File: src/rtl/alu_datapath_seq_pkg.sv
// rtl/alu_datapath_seq_pkg.sv - shared opcodes, FSM states and flag indices
// Contents: OP_* opcode constants, state_t sequencer states, FLAG_* bit
// positions within the 4-bit {N,V,C,Z} flag vector.
package alu_seq_pkg;

    localparam logic [2:0] OP_ADD = 3'b000;
    localparam logic [2:0] OP_SUB = 3'b001;
    localparam logic [2:0] OP_AND = 3'b010;
    localparam logic [2:0] OP_OR  = 3'b011;
    localparam logic [2:0] OP_XOR = 3'b100;
    localparam logic [2:0] OP_NOT = 3'b101;
    localparam logic [2:0] OP_SHL = 3'b110;
    localparam logic [2:0] OP_SHR = 3'b111;

    typedef enum logic [1:0] {
        IDLE  = 2'd0,
        FETCH = 2'd1,
        EXEC  = 2'd2,
        WRITE = 2'd3
    } state_t;

    localparam int FLAG_Z = 0;
    localparam int FLAG_C = 1;
    localparam int FLAG_V = 2;
    localparam int FLAG_N = 3;

endpackage

File: src/rtl/alu_datapath_seq_if.sv
// rtl/alu_datapath_seq_if.sv - bus, load and command signals of the ALU datapath
// master: control-unit side (drives bus_in, loads, commands, out_en)
// slave : datapath side (drives cmd_ready, bus_out, bus_oe, done, flags)
interface alu_datapath_seq_if #(
    parameter int WIDTH = 16,
    parameter int NREGS = 4
);
    localparam int AW = $clog2(NREGS);

    logic [WIDTH-1:0] bus_in;
    logic             ld_en;
    logic [AW-1:0]    ld_addr;
    logic             cmd_valid;
    logic             cmd_ready;
    logic [2:0]       cmd_op;
    logic [AW-1:0]    cmd_src_a;
    logic [AW-1:0]    cmd_src_b;
    logic [AW-1:0]    cmd_dst;
    logic             out_en;
    logic [WIDTH-1:0] bus_out;
    logic             bus_oe;
    logic             done;
    logic [3:0]       flags;

    modport master (
        output bus_in, ld_en, ld_addr,
        output cmd_valid, cmd_op, cmd_src_a, cmd_src_b, cmd_dst,
        output out_en,
        input  cmd_ready, bus_out, bus_oe, done, flags
    );

    modport slave (
        input  bus_in, ld_en, ld_addr,
        input  cmd_valid, cmd_op, cmd_src_a, cmd_src_b, cmd_dst,
        input  out_en,
        output cmd_ready, bus_out, bus_oe, done, flags
    );

endinterface

File: src/rtl/alu_datapath_seq_alu_core.sv
// rtl/alu_datapath_seq_alu_core.sv - combinational ALU with {N,V,C,Z} flags
// Ports: a, b (WIDTH operands), op (3-bit opcode) -> res (WIDTH), flags (4)
module alu_core
    import alu_seq_pkg::*;
#(
    parameter int WIDTH = 16
) (
    input  logic [WIDTH-1:0] a,
    input  logic [WIDTH-1:0] b,
    input  logic [2:0]       op,
    output logic [WIDTH-1:0] res,
    output logic [3:0]       flags
);

    // One extra bit holds carry-out for ADD and borrow for SUB.
    logic [WIDTH:0] sum;
    logic           c;
    logic           v;

    always_comb begin
        sum = '0;
        res = '0;
        c   = 1'b0;
        v   = 1'b0;
        case (op)
            OP_ADD: begin
                sum = {1'b0, a} + {1'b0, b};
                res = sum[WIDTH-1:0];
                c   = sum[WIDTH];
                v   = (a[WIDTH-1] == b[WIDTH-1]) && (res[WIDTH-1] != a[WIDTH-1]);
            end
            OP_SUB: begin
                // The top bit of the widened difference is set exactly when a < b.
                sum = {1'b0, a} - {1'b0, b};
                res = sum[WIDTH-1:0];
                c   = sum[WIDTH];
                v   = (a[WIDTH-1] != b[WIDTH-1]) && (res[WIDTH-1] != a[WIDTH-1]);
            end
            OP_AND: res = a & b;
            OP_OR:  res = a | b;
            OP_XOR: res = a ^ b;
            OP_NOT: res = ~a;
            OP_SHL: begin
                res = {a[WIDTH-2:0], 1'b0};
                c   = a[WIDTH-1];
            end
            OP_SHR: begin
                res = {1'b0, a[WIDTH-1:1]};
                c   = a[0];
            end
            default: res = '0;
        endcase

        flags         = 4'b0000;
        flags[FLAG_N] = res[WIDTH-1];
        flags[FLAG_V] = v;
        flags[FLAG_C] = c;
        flags[FLAG_Z] = (res == '0);
    end

endmodule

File: src/rtl/alu_datapath_seq.sv
// rtl/alu_datapath_seq.sv - register file plus command-driven fetch/exec/write sequencer
// Ports: clk, rst (sync, active-high), io (alu_datapath_seq_if.slave):
//   bus_in/ld_en/ld_addr load a register while idle; cmd_* valid/ready command
//   handshake; out_en gates result_reg onto bus_out; done pulses after write-back;
//   flags holds {N,V,C,Z} of the last completed operation.
module alu_datapath_seq
    import alu_seq_pkg::*;
#(
    parameter int WIDTH = 16,
    parameter int NREGS = 4
) (
    input  logic              clk,
    input  logic              rst,
    alu_datapath_seq_if.slave io
);

    localparam int AW = $clog2(NREGS);

    state_t           state;
    state_t           state_nxt;
    logic             cmd_ready;

    logic [WIDTH-1:0] regs [NREGS];

    logic [2:0]       op_q;
    logic [AW-1:0]    src_a_q;
    logic [AW-1:0]    src_b_q;
    logic [AW-1:0]    dst_q;

    logic [WIDTH-1:0] opa_q;
    logic [WIDTH-1:0] opb_q;
    logic [WIDTH-1:0] res_q;
    logic [3:0]       res_flags_q;

    logic [WIDTH-1:0] result_reg;
    logic [3:0]       flags_q;
    logic             done_q;

    logic [WIDTH-1:0] alu_res;
    logic [3:0]       alu_flags;

    alu_core #(.WIDTH(WIDTH)) u_alu (
        .a     (opa_q),
        .b     (opb_q),
        .op    (op_q),
        .res   (alu_res),
        .flags (alu_flags)
    );

    always_ff @(posedge clk) begin
        if (rst) begin
            state <= IDLE;
        end else begin
            state <= state_nxt;
        end
    end

    always_comb begin
        state_nxt = state;
        cmd_ready = 1'b0;
        case (state)
            IDLE: begin
                cmd_ready = 1'b1;
                if (io.cmd_valid) begin
                    state_nxt = FETCH;
                end
            end
            FETCH:   state_nxt = EXEC;
            EXEC:    state_nxt = WRITE;
            WRITE:   state_nxt = IDLE;
            default: state_nxt = IDLE;
        endcase
    end

    // Loads are only honoured while idle, so they can never collide with the
    // write-back port. Operands are copied in FETCH, which makes src==dst safe.
    always_ff @(posedge clk) begin
        if (rst) begin
            for (int i = 0; i < NREGS; i++) begin
                regs[i] <= '0;
            end
            op_q        <= '0;
            src_a_q     <= '0;
            src_b_q     <= '0;
            dst_q       <= '0;
            opa_q       <= '0;
            opb_q       <= '0;
            res_q       <= '0;
            res_flags_q <= '0;
            result_reg  <= '0;
            flags_q     <= '0;
            done_q      <= 1'b0;
        end else begin
            done_q <= 1'b0;
            case (state)
                IDLE: begin
                    if (io.ld_en) begin
                        regs[io.ld_addr] <= io.bus_in;
                    end
                    if (io.cmd_valid) begin
                        op_q    <= io.cmd_op;
                        src_a_q <= io.cmd_src_a;
                        src_b_q <= io.cmd_src_b;
                        dst_q   <= io.cmd_dst;
                    end
                end
                FETCH: begin
                    opa_q <= regs[src_a_q];
                    opb_q <= regs[src_b_q];
                end
                EXEC: begin
                    res_q       <= alu_res;
                    res_flags_q <= alu_flags;
                end
                WRITE: begin
                    regs[dst_q] <= res_q;
                    result_reg  <= res_q;
                    flags_q     <= res_flags_q;
                    done_q      <= 1'b1;
                end
                default: ;
            endcase
        end
    end

    assign io.cmd_ready = cmd_ready;
    assign io.bus_out   = io.out_en ? result_reg : '0;
    assign io.bus_oe    = io.out_en;
    assign io.done      = done_q;
    assign io.flags     = flags_q;

endmodule

File: src/flat_wrapper.sv
// flat-port wrapper written by rule: the top's interface ports become plain ports
module alu_datapath_seq_flat import alu_seq_pkg::*;
#(
    parameter int WIDTH = 16,
    parameter int NREGS = 4
)
  (clk, rst, io_bus_in, io_ld_en, io_ld_addr, io_cmd_valid, io_cmd_op, io_cmd_src_a, io_cmd_src_b, io_cmd_dst, io_out_en, io_cmd_ready, io_bus_out, io_bus_oe, io_done, io_flags);
  alu_datapath_seq_if #(.WIDTH(WIDTH), .NREGS(NREGS)) io_i ();
  input  logic clk;
  input  logic rst;
  input wire logic [$bits(io_i.bus_in)-1:0] io_bus_in;
  input wire logic [$bits(io_i.ld_en)-1:0] io_ld_en;
  input wire logic [$bits(io_i.ld_addr)-1:0] io_ld_addr;
  input wire logic [$bits(io_i.cmd_valid)-1:0] io_cmd_valid;
  input wire logic [$bits(io_i.cmd_op)-1:0] io_cmd_op;
  input wire logic [$bits(io_i.cmd_src_a)-1:0] io_cmd_src_a;
  input wire logic [$bits(io_i.cmd_src_b)-1:0] io_cmd_src_b;
  input wire logic [$bits(io_i.cmd_dst)-1:0] io_cmd_dst;
  input wire logic [$bits(io_i.out_en)-1:0] io_out_en;
  output wire logic [$bits(io_i.cmd_ready)-1:0] io_cmd_ready;
  output wire logic [$bits(io_i.bus_out)-1:0] io_bus_out;
  output wire logic [$bits(io_i.bus_oe)-1:0] io_bus_oe;
  output wire logic [$bits(io_i.done)-1:0] io_done;
  output wire logic [$bits(io_i.flags)-1:0] io_flags;
  assign io_i.bus_in = io_bus_in;
  assign io_i.ld_en = io_ld_en;
  assign io_i.ld_addr = io_ld_addr;
  assign io_i.cmd_valid = io_cmd_valid;
  assign io_i.cmd_op = io_cmd_op;
  assign io_i.cmd_src_a = io_cmd_src_a;
  assign io_i.cmd_src_b = io_cmd_src_b;
  assign io_i.cmd_dst = io_cmd_dst;
  assign io_i.out_en = io_out_en;
  assign io_cmd_ready = io_i.cmd_ready;
  assign io_bus_out = io_i.bus_out;
  assign io_bus_oe = io_i.bus_oe;
  assign io_done = io_i.done;
  assign io_flags = io_i.flags;
  alu_datapath_seq #(.WIDTH(WIDTH), .NREGS(NREGS)) u_core (.clk(clk), .rst(rst), .io(io_i));
endmodule
File: config.mk
export PLATFORM = sky130hd
export DESIGN_NAME = alu_datapath_seq_flat
export DESIGN_NICKNAME = d
export VERILOG_FILES = /design/src/rtl/alu_datapath_seq_pkg.sv /design/src/rtl/alu_datapath_seq_if.sv /design/src/rtl/alu_datapath_seq_alu_core.sv /design/src/rtl/alu_datapath_seq.sv /design/src/flat_wrapper.sv
export SDC_FILE = /design/constraint.sdc
export NUM_CORES = 1
export LEC_CHECK = 0
export ABC_AREA = 0
export CAP_MARGIN = 0
export CORE_ASPECT_RATIO = 0.9
export CORE_MARGIN = 1.5
export CORE_UTILIZATION = 50
export CTS_CLUSTER_DIAMETER = 60
export DETAILED_ROUTE_END_ITERATION = 10
export DONT_BUFFER_PORTS = 1
export PLACE_DENSITY = 0.77
export RECOVER_POWER = 50
export SYNTH_ARGS = -nofsm -noshare
export SYNTH_HDL_FRONTEND = slang
export SYNTH_SLANG_ARGS = --single-unit
File: constraint.sdc
create_clock -name clk -period 3.8 [get_ports clk]
set_input_delay 0.76 -clock clk [delete_from_list [all_inputs] [get_ports clk]]
set_output_delay 0.76 -clock clk [all_outputs]
set_load 0.02 [all_outputs]
## Yosys cells after proc, flatten, opt, wreduce, memory -nomap -nowiden

Memory sizes are Yosys's and may differ from the RTL's. A register that Yosys moved wholly into a read port is not among the register bits.
Cells that the tools add are included.

| storage, ports and cells | value |
|---|---|
| word-level logic and storage cells | 62 |
| bits in registers | 52 |
| memories kept | 1 |
| output and inout bits | 23 |
| memory bits (writable) | 64 |

Memory list:

| name | depth | bits a word | rd ports | clocked after Yosys merged registers in | wr ports | RTL line | RTL |
|---|---|---|---|---|---|---|---|
| u_core.regs | 4 | 16 | 2 | 2 | 4 | alu_datapath_seq.sv:23 | `logic [WIDTH-1:0] regs [NREGS];` |

| cells by class | value |
|---|---|
| reductions and logical operators | 8 |
| bitwise operators | 4 |
| $add $sub $neg | 2 |
| eq/ne operators | 15 |
| muxes and demuxes | 22 |

Operators by type and width:

| operator | number |
|---|---|
| $pmux 16 s8 | 1 |
| $mux 16 | 3 |
| $reduce_or 16->1 | 2 |
| $add 16x16->17 | 1 |
| $sub 16x16->17 | 1 |
| $and 16x16->16 | 1 |
| $logic_not 16->1 | 1 |
| $not 16->16 | 1 |
| $or 16x16->16 | 1 |
| $xor 16x16->16 | 1 |
| $eq 3x3->1 const B | 4 |
| $mux 1 | 12 |
| $pmux 2 s4 | 1 |
| $eq 3x2->1 const B | 2 |
| $mux 2 | 3 |
| $eq 2x2->1 const B | 2 |
| $pmux 1 s4 | 1 |
| $eq 3x1->1 const B | 1 |
| $logic_not 3->1 | 1 |
| $ne 1x1->1 | 3 |
| $eq 2x1->1 const B | 1 |
| $logic_and 1x1->1 | 2 |
| $logic_not 2->1 | 1 |
| $ne 2x2->1 const B | 1 |
| 3 further kinds | 3 |

## Logic depth before layout (Yosys ltp)

Gate-level depths: netlist of the first run.

| depth | value |
|---|---|
| word-level depth | 7 |
| depth in mapped cells | 13 |
| gate-level depth less buffers | 13 |

## Modules after synthesis

From an unflattened synthesis of the first run, not the netlist that was laid out.

| second synthesis, totals | value |
|---|---|
| cells, all modules | 1000 |
| area, all modules | 9683.0 um^2 |

By module, submodules not included:

| module | cells each | times used | area an instance (um^2) |
|---|---|---|---|
| alu_datapath_seq | 524 | 1 | 6512.5 |
| alu_core | 476 | 1 | 3170.5 |

## Worst setup path after synthesis of the first run

Ideal clock, no wire load.

| timing path | value |
|---|---|
| path kind | reg2reg |
| start | register u_core.opa_q[1] (read register of u_core.regs) |
| end | register u_core.res_flags_q[0] |
| data arrival time | 2818 ps |
| data required time | 3743 ps |
| setup slack | 925 ps |
| stages on the path, launching flop included | 13 |
| setup time | 57 ps |
| cells stage by stage | dfxtp_1 > inv_1 > ha_1 > a211oi_2 > o211ai_1 > and3_1 > buf_6 > o41ai_4 > o41ai_1 > a311o_1 > a2111oi_2 > and4b_1 > a21o_1 |

| between the ends | value |
|---|---|
| cells in the longest elaborated chain, start to end | 3 |

RTL lines:

| item | RTL line | RTL |
|---|---|---|
| start: declaration | alu_datapath_seq.sv:30 | `logic [WIDTH-1:0] opa_q;` |
| $sub 16x16->17, or another cell as far along | alu_datapath_seq_alu_core.sv:34 | `sum = {1'b0, a} - {1'b0, b};` |
| $pmux 16 s8 * | alu_datapath_seq_alu_core.sv:25 | `case (op)` |
| $logic_not 16->1 * | alu_datapath_seq_alu_core.sv:58 | `flags[FLAG_Z] = (res == '0);` |
| end signal: assignment | alu_datapath_seq.sv:113 | `res_flags_q <= alu_flags;` |
| end: declaration | alu_datapath_seq.sv:33 | `logic [3:0] res_flags_q;` |

Mark *: on every way between the ends. The rest lies on a longest branch, timed or not.
A chain may end at the register's enable or synchronous reset.

## Worst setup path after layout of the first run

| timing path | value |
|---|---|
| start | register u_core.opb_q[0] (read register of u_core.regs) |
| end | register u_core.res_flags_q[0] |

| between the ends | value |
|---|---|
| cells in the longest elaborated chain, start to end | 3 |

RTL lines:

| item | RTL line | RTL |
|---|---|---|
| start: declaration | alu_datapath_seq.sv:31 | `logic [WIDTH-1:0] opb_q;` |
| $sub 16x16->17, or another cell as far along | alu_datapath_seq_alu_core.sv:34 |  |
| $pmux 16 s8 * | alu_datapath_seq_alu_core.sv:25 |  |
| $logic_not 16->1 * | alu_datapath_seq_alu_core.sv:58 |  |

Marks and branches as above.

==> results of run 1 <==
routing by layer:
metal / global-route usage / vias to the layer above
li1: - / 3485
met1: 0.379 / 3688
met2: 0.396 / 430
met3: 0.0543 / 47
met4: 0.0971 / 0
met5: 0 / -
stage by stage:
stage | worst slack, ns | total power (W) | std cells | instance area [um2] | utilization
floorplan | 0.925 | 0.00437 | 972 | 9290 | -
global placement | 0.523 | 0.00512 | 1173 | 9490 | 0.519
detailed placement | 0.366 | 0.00516 | 1173 | 9490 | 0.519
CTS | 0.366 | 0.00691 | 1205 | 10100 | 0.553
global route | 0.00947 | 0.00734 | 1205 | 10100 | 0.552
finish | 0.252 | 0.00699 | 1205 | 10100 | 0.552
cell families after synthesis:
kind of cell / after synthesis / share of synthesized area
flip-flops: 146 / 0.384
adder cells (fa/ha/maj): 54 / 0.0744
AO/OA/AOI/OAI: 200 / 0.157
AND/OR/NAND/NOR: 322 / 0.157
XOR/XNOR: 4 / 0.00377
multiplexers: 107 / 0.164
buffers and inverters: 139 / 0.0600
how the worst max path moves through the flow:
stage                            startpoint                            endpoint  slack, ns  depth (start not counted)
5_1_grt        u_core.opb_q[0]$_SDFFE_PP0N_  u_core.res_flags_q[0]$_SDFFE_PP0P_      0.009                         11
2_1_floorplan  u_core.opa_q[1]$_SDFFE_PP0N_  u_core.res_flags_q[0]$_SDFFE_PP0P_       0.93                         12
4_1_cts        u_core.opb_q[0]$_SDFFE_PP0N_  u_core.res_flags_q[0]$_SDFFE_PP0P_       0.37                         11
6_report       u_core.opb_q[0]$_SDFFE_PP0N_  u_core.res_flags_q[0]$_SDFFE_PP0P_       0.25                         11
3_3_place_gp   u_core.opb_q[0]$_SDFFE_PP0N_  u_core.res_flags_q[0]$_SDFFE_PP0P_       0.52                         11
3_5_place_dp   u_core.opb_q[0]$_SDFFE_PP0N_  u_core.res_flags_q[0]$_SDFFE_PP0P_       0.37                         11
placed cells by master (no fill, tap or decap), types with 6 or more instances in the layout:
cell type / instances
dfxtp_1: 82
o311ai_0: 6
nor2b_1: 8
o22ai_1: 14
mux4_2: 36
clkbuf_16: 19
nand3_1: 13
nand2_1: 48
edfxtp_1: 64
mux2i_1: 68
o2111ai_1: 6
a22oi_1: 18
and2_0: 16
or3_1: 8
o21ai_0: 26
nor3_1: 16
nand2b_1: 17
ha_1: 52
nor2_1: 171
buf_4: 22
o211ai_1: 9
a21oi_1: 40
inv_1: 67
a211oi_1: 15
power groups by stage:
stage                     combinational [W]  sequential (W)  clock, W
after global routing                0.00326         0.00226   0.00182
after floorplan                     0.00227         0.00209         0
after detailed placement            0.00291         0.00225         0
after CTS                           0.00295         0.00222   0.00175
final                               0.00302         0.00224   0.00174
after global placement              0.00289         0.00223         0
final cells by class:
type | count | area (um2)
Inverter | 69 | 259
Clock buffer | 19 | 475
Sequential cell | 146 | 3560
Tap cell | 245 | 307
Timing Repair Buffer | 26 | 180
Clock inverter | 13 | 145
Fill cell | 1509 | 8190
Multi-Input combinational cell | 687 | 5160
==> impl_metrics.env, run 1 <==
export IMPL_largest_reg_flops=64
export IMPL_yosys_most_used_dff="dfxtp_1"
export IMPL_dr_pass1_iters=8
export IMPL_drc=0
export IMPL_postCtsHoldBufs=0
export IMPL_gr_usage_all_layers=0.265
export IMPL_violations="max-capacitance violations, max-slew violations"
export IMPL_worst_ep_arrival_time_ns=3.87
export IMPL_cp_max_fo=4
export IMPL_cts_sinks=146
export IMPL_postSynthCellCount=972
export IMPL_cts_setup_buffers=0
export IMPL_hold_violations=0
export IMPL_htree_levels=4
export IMPL_synth_area_leaders="edfxtp_1 21%, dfxtp_1 18%, mux4_2 8.7%"
export IMPL_comb_power_share=0.431
export IMPL_crit_family="compound AO/OA/AOI/OAI gates"
export IMPL_gp_congestion=0.918
export IMPL_reg2reg_slack_ns=0.25
export IMPL_hold_class="in2reg"
export IMPL_ys_types=73
export IMPL_core_area_um2=18300
export IMPL_yosys_warnings=0
export IMPL_drt_iter0_drc=1195
export IMPL_relSlewSlack=-0.374
export IMPL_drt_total_wl_um=25300
export IMPL_die_area_um2=19400
export IMPL_synth_area_per_cell_um2=9.55
export IMPL_min_to="u_core.op_q[1]$_SDFFE_PP0P_"
export IMPL_reg2reg_from="u_core.opb_q[0]$_SDFFE_PP0N_"
export IMPL_clock_latency_ns=0.43
export IMPL_yosys_top_cells_count="171 x nor2_1, 82 x dfxtp_1, 68 x mux2i_1"
export IMPL_critPathMaxStageDelay_ns=0.49
export IMPL_globalRouteOverflowTotal=0
export IMPL_worstMarginPinSlew_ns=2.06
export IMPL_fp_dieH_um=132
export IMPL_yosysMostFrequentCell="nor2_1"
export IMPL_synthArstFlopShare=0
export IMPL_worst_clock_skew_ns=0.0115
export IMPL_period_needed_ns=3.55
export IMPL_synth_top_area_share=0.207
export IMPL_power_density_nw_per_um2=693
export IMPL_status="finished, violations left"
export IMPL_dp_hpwl_um=17800
export IMPL_holdPathStages=1
export IMPL_seq_power_share=0.320
export IMPL_start_util=0.508
export IMPL_r2r_cells=11
export IMPL_r2r_end="u_core.res_flags_q[0]$_SDFFE_PP0P_"
export IMPL_vias=7650
export IMPL_drive_gt1_frac=0.104
export IMPL_numCtsBuffers=17
export IMPL_antenna_found_initial=0
export IMPL_timing_fmax_mhz=282
export IMPL_met2_length_um=11500
export IMPL_clockPowerShare=0.249
export IMPL_diodes=0
export IMPL_wl_met1_um=10800
export IMPL_cp_num_buf_inv=0
export IMPL_io_pins=55
export IMPL_criticalPathCategory="reg2reg"
export IMPL_cts_resized_gates=0
export IMPL_top_layer="met4"
export IMPL_peakVddDrop_mv=0.624
export IMPL_grt_start_max_net_pins=91
export IMPL_maxCapViolCount=1
export IMPL_io_buffers=0
export IMPL_power_leakage_nw=3.66
export IMPL_nets=1033
export IMPL_grt_pass1_wl_um=39700
export IMPL_syn_area_um2=9290
export IMPL_detail_route_wl_per_cell_um=21.0
export IMPL_wl_met3_um=2380
export IMPL_synth_seq_cells=146
export IMPL_finalSetupViolCount=0
export IMPL_cts_tree="done"
export IMPL_ant_nets=0
export IMPL_cts_reportedPaths_clkPinSlew_ns=0.07
export IMPL_endpoint_kind="flop"
export IMPL_timing_hold_ws_ns=0.394
export IMPL_worstPathCellList="ha_1 -> fa_1 -> a211oi_1 -> o21ai_0 -> a31oi_1 -> o21bai_1 -> a2111oi_0 -> o32a_1 -> nor4_1 -> and4b_1 -> a21o_1"
export IMPL_chipWidth_um=147
export IMPL_fin_crit_sh=0.934
export IMPL_area_delta_synth_final_pct=8.72
export IMPL_rows=47
export IMPL_viasPerCell=6.35
export IMPL_cp_start_kind="flop"
export IMPL_maxSlewViolCount=33
export IMPL_synth_seq_area_share=0.384
export IMPL_hp_start="rst"
export IMPL_synth_top_cell_by_area="edfxtp_1"
export IMPL_power_switching_w=0.00282
export IMPL_cp_required_ns=4.12
export IMPL_synth_edf_count=64
export IMPL_fin_setup_tns_ns=0
export IMPL_syn_nets=1058
export IMPL_cts_max_path_buffers=2
export IMPL_grt_setup_unrepaired="false"
export IMPL_intPower_w=0.00417
export IMPL_grt_pass1_vias=7080
export IMPL_crit_path_top_delay_cell="a2111oi_0"
export IMPL_swShare=0.403
export IMPL_clockRootBuffer="clkbuf_16"
export IMPL_regMostFlops="u_core.regs"
No activity file was read; power rests on OpenSTA's default activity.
==> run 2, diff against run 1 <==
--- a/config.mk
+++ b/config.mk
@@ -17,4 +17,5 @@
 export RECOVER_POWER = 50
 export SYNTH_ARGS = -nofsm -noshare
 export SYNTH_HDL_FRONTEND = slang
+export SYNTH_HIERARCHICAL = 1
 export SYNTH_SLANG_ARGS = --single-unit
==> impl_metrics.env, run 2 <==
export IMPL_dp_hpwl_um=18200
export IMPL_drt_total_wl_um=25800
export IMPL_synth_top_cell_by_area="edfxtp_1"
export IMPL_vias=7688
export IMPL_numCtsBuffers=17
export IMPL_synth_top_area_share=0.198
export IMPL_postSynthCellCount=1000
export IMPL_seqCellArea_um2=3600
export IMPL_period_needed_ns=3.58
export IMPL_grt_pass1_wl_um=40000
export IMPL_worst_ep_arrival_time_ns=3.93
export IMPL_dr_pass1_iters=6
export IMPL_synth_seq_cells=148
export IMPL_io_buffers=0
export IMPL_diodes=0
export IMPL_nets=1055
export IMPL_timing_fmax_mhz=280
export IMPL_chipWidth_um=150
export IMPL_rows=48
export IMPL_final_cell_mix="160 x nor2_1, 83 x dfxtp_1, 81 x mux2i_1"
export IMPL_critPathMaxStageDelay_ns=0.54
export IMPL_yosys_warnings=6
export IMPL_endpoint_kind="flop"
export IMPL_power_w=0.00675
export IMPL_cp_required_ns=4.16
export IMPL_syn_nets=1087
export IMPL_start_util=0.507
export IMPL_clock_latency_ns=0.42
export IMPL_htree_levels=4
export IMPL_criticalPathCategory="reg2reg"
export IMPL_syn_area_um2=9680
export IMPL_hold_class="in2reg"
export IMPL_fin_crit_sh=0.941
export IMPL_core_area_um2=19100
export IMPL_grt_met2_usage=0.388
export IMPL_worstPathCellList="inv_1 -> ha_1 -> nor2_1 -> a211oi_1 -> nand2_1 -> a22oi_1 -> xnor2_1 -> a21oi_1 -> nor4_1 -> nand4b_1 -> nor4_2 -> mux2i_1 -> nor2_1"
export IMPL_power_leakage_nw=3.68
export IMPL_hold_violations=0
export IMPL_drt_iter0_drc=956
export IMPL_cp_num_buf_inv=1
export IMPL_peakVddDrop_mv=0.703
export IMPL_maxSlewViolCount=33
export IMPL_yosys_most_used_dff="dfxtp_1"
export IMPL_clockRootBuffer="clkbuf_16"
export IMPL_fin_setup_tns_ns=0
export IMPL_fp_dieH_um=135
export IMPL_synth_seq_area_share=0.372
export IMPL_cp_start_kind="flop"
export IMPL_grt_use_met1=0.366
export IMPL_grt_setup_unrepaired="false"
export IMPL_largest_reg_flops=64
export IMPL_cts_max_path_buffers=2
export IMPL_grtUsageMet3=0.0615
export IMPL_gr_usage_all_layers=0.262
export IMPL_die_area_um2=20200
export IMPL_regMostFlops="u_core/regs"
export IMPL_final_common_cell="nor2_1"
export IMPL_cp_max_fo=10
export IMPL_cts_reportedPaths_clkPinSlew_ns=0.06
export IMPL_synthArstFlopShare=0
export IMPL_nFillCells=1644
export IMPL_io_pins=55
export IMPL_grt_pass1_vias=7214
export IMPL_synth_edf_count=64
export IMPL_area_delta_synth_final_pct=6.67
export IMPL_viasPerCell=6.25
export IMPL_cts_tree="done"
export IMPL_violations="max-capacitance violations, max-slew violations"
export IMPL_synth_area_per_cell_um2=9.68
export IMPL_fin_util=0.541
export IMPL_finalSetupViolCount=0
export IMPL_power_density_nw_per_um2=654
export IMPL_ant_nets=0
export IMPL_gp_congestion=0.989
export IMPL_crit_family="simple AND/OR/NAND/NOR gates"
export IMPL_drc=0
export IMPL_dpl_cell_area_um2=9790
export IMPL_drive_gt1_frac=0.134
export IMPL_grt_start_max_net_pins=123
export IMPL_ys_types=88
export IMPL_crit_path_top_delay_cell="nor4_1"
export IMPL_synth_area_leaders="edfxtp_1 20%, dfxtp_1 17%, mux4_2 8.8%"
export IMPL_crit_top_cell="nor2_1"
export IMPL_relSlewSlack=-0.398
export IMPL_reg2reg_slack_ns=0.22
export IMPL_yosys_top_cells_count="160 x nor2_1, 84 x dfxtp_1, 81 x mux2i_1"
export IMPL_status="finished, violations left"
export IMPL_cts_sinks=148
export IMPL_maxCapViolCount=1
export IMPL_antenna_found_initial=0
export IMPL_multiInputGateArea_um2=5480
export IMPL_cts_setup_buffers=0
export IMPL_globalRouteOverflowTotal=0
export IMPL_detail_route_wl_per_cell_um=20.9
export IMPL_worstMarginPinSlew_ns=2.10
export IMPL_busiest_layer="met2"
export IMPL_worst_clock_skew_ns=0.00738
export IMPL_yosysMostFrequentCell="nor2_1"
export IMPL_design_area_um2=10300
==> run 2: changes by cell type after synthesis, moves of 8 or more <==
cell	previous run	this run
clkbuf_1	39	25
nor2_2	0	11
a21oi_1	40	67
a22oi_1	18	6
nor3_1	16	26
inv_1	67	54
nor2_1	171	160
a22oi_2	0	10
buf_1	12	4
mux2i_1	68	81
buf_2	16	30
==> run 2: power by group <==
part           total (W)  switching [W]  internal, W
clock            0.00161       0.000693     0.000917
sequential       0.00214       0.000244      0.00190
combinational    0.00300        0.00182      0.00118
total            0.00675        0.00275      0.00400
==> run 2: metal layers <==
| layer | share of wire | wire length [um] |
|---|---|---|
| met4 | 0.037 | 959 |
| met3 | 0.099 | 2550 |
| met5 | 0 | 0 |
| met2 | 0.44 | 11200 |
| met1 | 0.43 | 11000 |
==> run 2: final timing paths <==
check,to,depth (start not counted),startpoint
setup / recovery,u_core/res_flags_q[0]$_SDFFE_PP0P_,13,u_core/opa_q[5]$_SDFFE_PP0N_
hold / removal,u_core/src_b_q[0]$_SDFFE_PP0P_,1,rst
setup reg to reg,u_core/res_flags_q[0]$_SDFFE_PP0P_,13,u_core/opa_q[5]$_SDFFE_PP0N_
hold reg to reg,u_core/src_b_q[0]$_SDFFE_PP0P_,2,u_core/src_b_q[0]$_SDFFE_PP0P_
==> run 2: area by class of cell <==
| class | count | area share |
|---|---|---|
| multi-input combinational | 723 | 0.530 |
| sequential | 148 | 0.349 |
| clock buffer | 20 | 0.0423 |
| tap | 250 | 0.0303 |
| inverter | 54 | 0.0196 |
| timing repair buffer | 24 | 0.0167 |
| clock inverter | 12 | 0.0116 |
==> run 2: kinds of logic after synthesis <==
kind of cell | Yosys count | share of synthesized area
AOI/OAI and AO/OA | 196 | 0.143
xor gates and xnor gates | 8 | 0.00724
adders and majority gates | 55 | 0.0726
buffers and inverters | 129 | 0.0615
DFF | 148 | 0.372
muxes | 121 | 0.174
and+or+nand+nor | 343 | 0.169
==> run 2: timing repair <==
action	4_1_cts	5_1_grt
hold buffers	0	0
setup endpoints to repair	0	1
resized for setup	0	1
==> run 2: per-stage QoR <==
step / hold WS (ns) / cells / setup slack [ns]
2_1_floorplan: 0.433 / 1000 / 0.716
3_3_place_gp: 0.440 / 1199 / 0.440
3_5_place_dp: 0.450 / 1199 / 0.292
4_1_cts: 0.393 / 1231 / 0.251
5_1_grt: 0.389 / 1231 / 0.112
6_report: 0.399 / 1231 / 0.224
==> run 2: worst reg2reg max path, cell delays in order (launching register included) <==
cell and delay (ns):
dfxtp_1 0.48, inv_1 0.08, ha_1 0.49, nor2_1 0.14, a211oi_1 0.53, nand2_1 0.14
a22oi_1 0.25, xnor2_1 0.15, a21oi_1 0.17, nor4_1 0.54, nand4b_1 0.19, nor4_2 0.17
mux2i_1 0.11, nor2_1 0.10
==> run 3, diff against run 2 <==
==> constraint.sdc (replaced) <==
create_clock -name clk -period 3.8 [get_ports clk]
set_input_delay 0 -clock clk [delete_from_list [all_inputs] [get_ports clk]]
set_output_delay 0 -clock clk [all_outputs]
set_load 0.02 [all_outputs]
==> impl_metrics.env, run 3 (synthesis gave the netlist of run 2 again) <==
export IMPL_status="finished, violations left"
export IMPL_violations="max-capacitance violations, max-slew violations"
export IMPL_clockRootBuffer="clkbuf_16"
export IMPL_final_common_cell="nor2_1"
export IMPL_seq_power_share=0.313
export IMPL_diodes=0
export IMPL_start_util=0.507
export IMPL_timing_fmax_mhz=283
export IMPL_comb_power_share=0.451
export IMPL_critPathMaxStageDelay_ns=0.49
export IMPL_fin_util=0.558
export IMPL_period_needed_ns=3.53
export IMPL_power_leakage_nw=3.82
export IMPL_cp_required_ns=4.16
export IMPL_hp_start="io_out_en"
export IMPL_seqCellArea_um2=3600
export IMPL_gp_congestion=0.989
export IMPL_die_area_um2=20200
export IMPL_power_switching_w=0.00281
export IMPL_cts_sinks=148
export IMPL_relSlewSlack=-0.401
export IMPL_fp_dieH_um=135
export IMPL_cts_reportedPaths_clkPinSlew_ns=0.06
export IMPL_intPower_w=0.00404
export IMPL_maxSlewViolCount=33
export IMPL_nFillCells=1582
export IMPL_grt_setup_unrepaired="false"
export IMPL_cts_tree="done"
export IMPL_worst_ep_arrival_time_ns=3.89
export IMPL_detail_route_wl_per_cell_um=21.2
export IMPL_drc=0
export IMPL_nets=1087
export IMPL_chipWidth_um=150
export IMPL_cts_setup_buffers=0
export IMPL_drt_iter0_drc=1063
export IMPL_power_w=0.00685
export IMPL_dp_hpwl_um=18200
export IMPL_worstPathCellList="inv_1 -> ha_1 -> a21oi_1 -> nand2_1 -> a311oi_1 -> o211ai_1 -> o31ai_1 -> a211oi_1 -> buf_4 -> nor4_1 -> nand4b_1 -> nor4_2 -> mux2i_1 -> nor2_1"
export IMPL_hold_violations=0
export IMPL_worstMarginPinSlew_ns=2.10
export IMPL_grt_pass1_wl_um=41500
export IMPL_ant_nets=0
export IMPL_rows=48
export IMPL_drive_gt1_frac=0.131
export IMPL_finalSetupViolCount=0
export IMPL_cts_max_path_buffers=2
export IMPL_final_cell_mix="160 x nor2_1, 83 x dfxtp_1, 81 x mux2i_1"
export IMPL_viasPerCell=6.30
export IMPL_area_delta_synth_final_pct=10.1
export IMPL_io_buffers=0
export IMPL_timing_hold_ws_ns=0.00163
export IMPL_cp_max_fo=8
export IMPL_multiInputGateArea_um2=5470
export IMPL_dr_pass1_iters=6
export IMPL_maxCapViolCount=1
export IMPL_fin_setup_tns_ns=0
export IMPL_startpoint="u_core/opa_q[2]$_SDFFE_PP0N_"
export IMPL_gr_usage_all_layers=0.271
export IMPL_endpoint_kind="flop"
export IMPL_hold_class="in2out"
export IMPL_regMostFlops="u_core/regs"
export IMPL_grt_start_max_net_pins=118
export IMPL_crit_path_top_delay_cell="a311oi_1"
export IMPL_io_pins=55
export IMPL_antenna_found_initial=0
export IMPL_globalRouteOverflowTotal=0
export IMPL_fin_crit_sh=0.930
export IMPL_cp_start_kind="flop"
export IMPL_power_density_nw_per_um2=642
export IMPL_clock_latency_ns=0.43
export IMPL_criticalPathCategory="reg2reg"
export IMPL_numCtsBuffers=17
export IMPL_fin_ws_ns=0.265
export IMPL_vias=7953
export IMPL_grt_pass1_vias=7534
export IMPL_worst_clock_skew_ns=0.00704
export IMPL_drt_total_wl_um=26800
export IMPL_htree_levels=4
export IMPL_peakVddDrop_mv=0.729
export IMPL_reg2reg_from="u_core/opa_q[2]$_SDFFE_PP0N_"
export IMPL_largest_reg_flops=64
export IMPL_pre_cts_ws_ns=0.292
export IMPL_swShare=0.410
export IMPL_clockPowerShare=0.236
export IMPL_core_area_um2=19100
==> run 3: routing by layer <==
| layer | track usage | part of all wire | vias up |
|---|---|---|---|
| met1 | 0.365 | 0.42 | 3808 |
| met2 | 0.403 | 0.44 | 443 |
| met3 | 0.0659 | 0.091 | 90 |
| met5 | 0 | 0 | - |
| met4 | 0.147 | 0.053 | 0 |
| li1 | - | - | 3612 |
==> run 3: metrics by stage <==
stage          std cells  instance area (um2)
2_1_floorplan       1000                 9680
3_3_place_gp        1199                 9790
3_5_place_dp        1199                 9790
4_1_cts             1263                10700
5_1_grt             1263                10700
6_report            1263                10700
==> run 3: worst paths after layout <==
path | endpoint | cells past startpoint | slack, ns
min reg2reg | u_core/result_reg[15]$_SDFFE_PP0N_ | 2 | 0.47
max reg2reg | u_core/res_flags_q[0]$_SDFFE_PP0P_ | 14 | 0.27
min | io_bus_oe | 0 | 0.002
max | u_core/res_flags_q[0]$_SDFFE_PP0P_ | 14 | 0.27
==> run 3: worst max-delay path, delay by kind of cell (launching register included) <==
| kind | cells | cell delay [ns] |
|---|---|---|
| and+or+nand+nor | 5 | 1.06 |
| buffers and inverters | 2 | 0.27 |
| DFF | 1 | 0.43 |
| AOI/OAI and AO/OA | 5 | 1.18 |
| muxes | 1 | 0.10 |
| adders and majority gates | 1 | 0.42 |
==> run 3: power by group through the flow <==
stage / clock, W / combinational [W] / sequential (W)
6_report: 0.00162 / 0.00309 / 0.00214
5_1_grt: 0.00170 / 0.00331 / 0.00217
3_3_place_gp: 0 / 0.00286 / 0.00215
4_1_cts: 0.00163 / 0.00297 / 0.00214
3_5_place_dp: 0 / 0.00289 / 0.00217
2_1_floorplan: 0 / 0.00229 / 0.00205
==> run 3: area by class of cell <==
type                            instances  share of cell area
Clock buffer                           20              0.0409
Multi-Input combinational cell        723               0.513
Timing Repair Buffer                   56              0.0482
Sequential cell                       148               0.338
Clock inverter                         12              0.0113
Tap cell                              250              0.0293
Inverter                               54              0.0190
==> run 3: what timing repair did <==
item,in CTS,in global routing
hold buffers,32,0
resized for setup,0,1
setup endpoints to repair,0,1
hold endpoints to repair,148,0
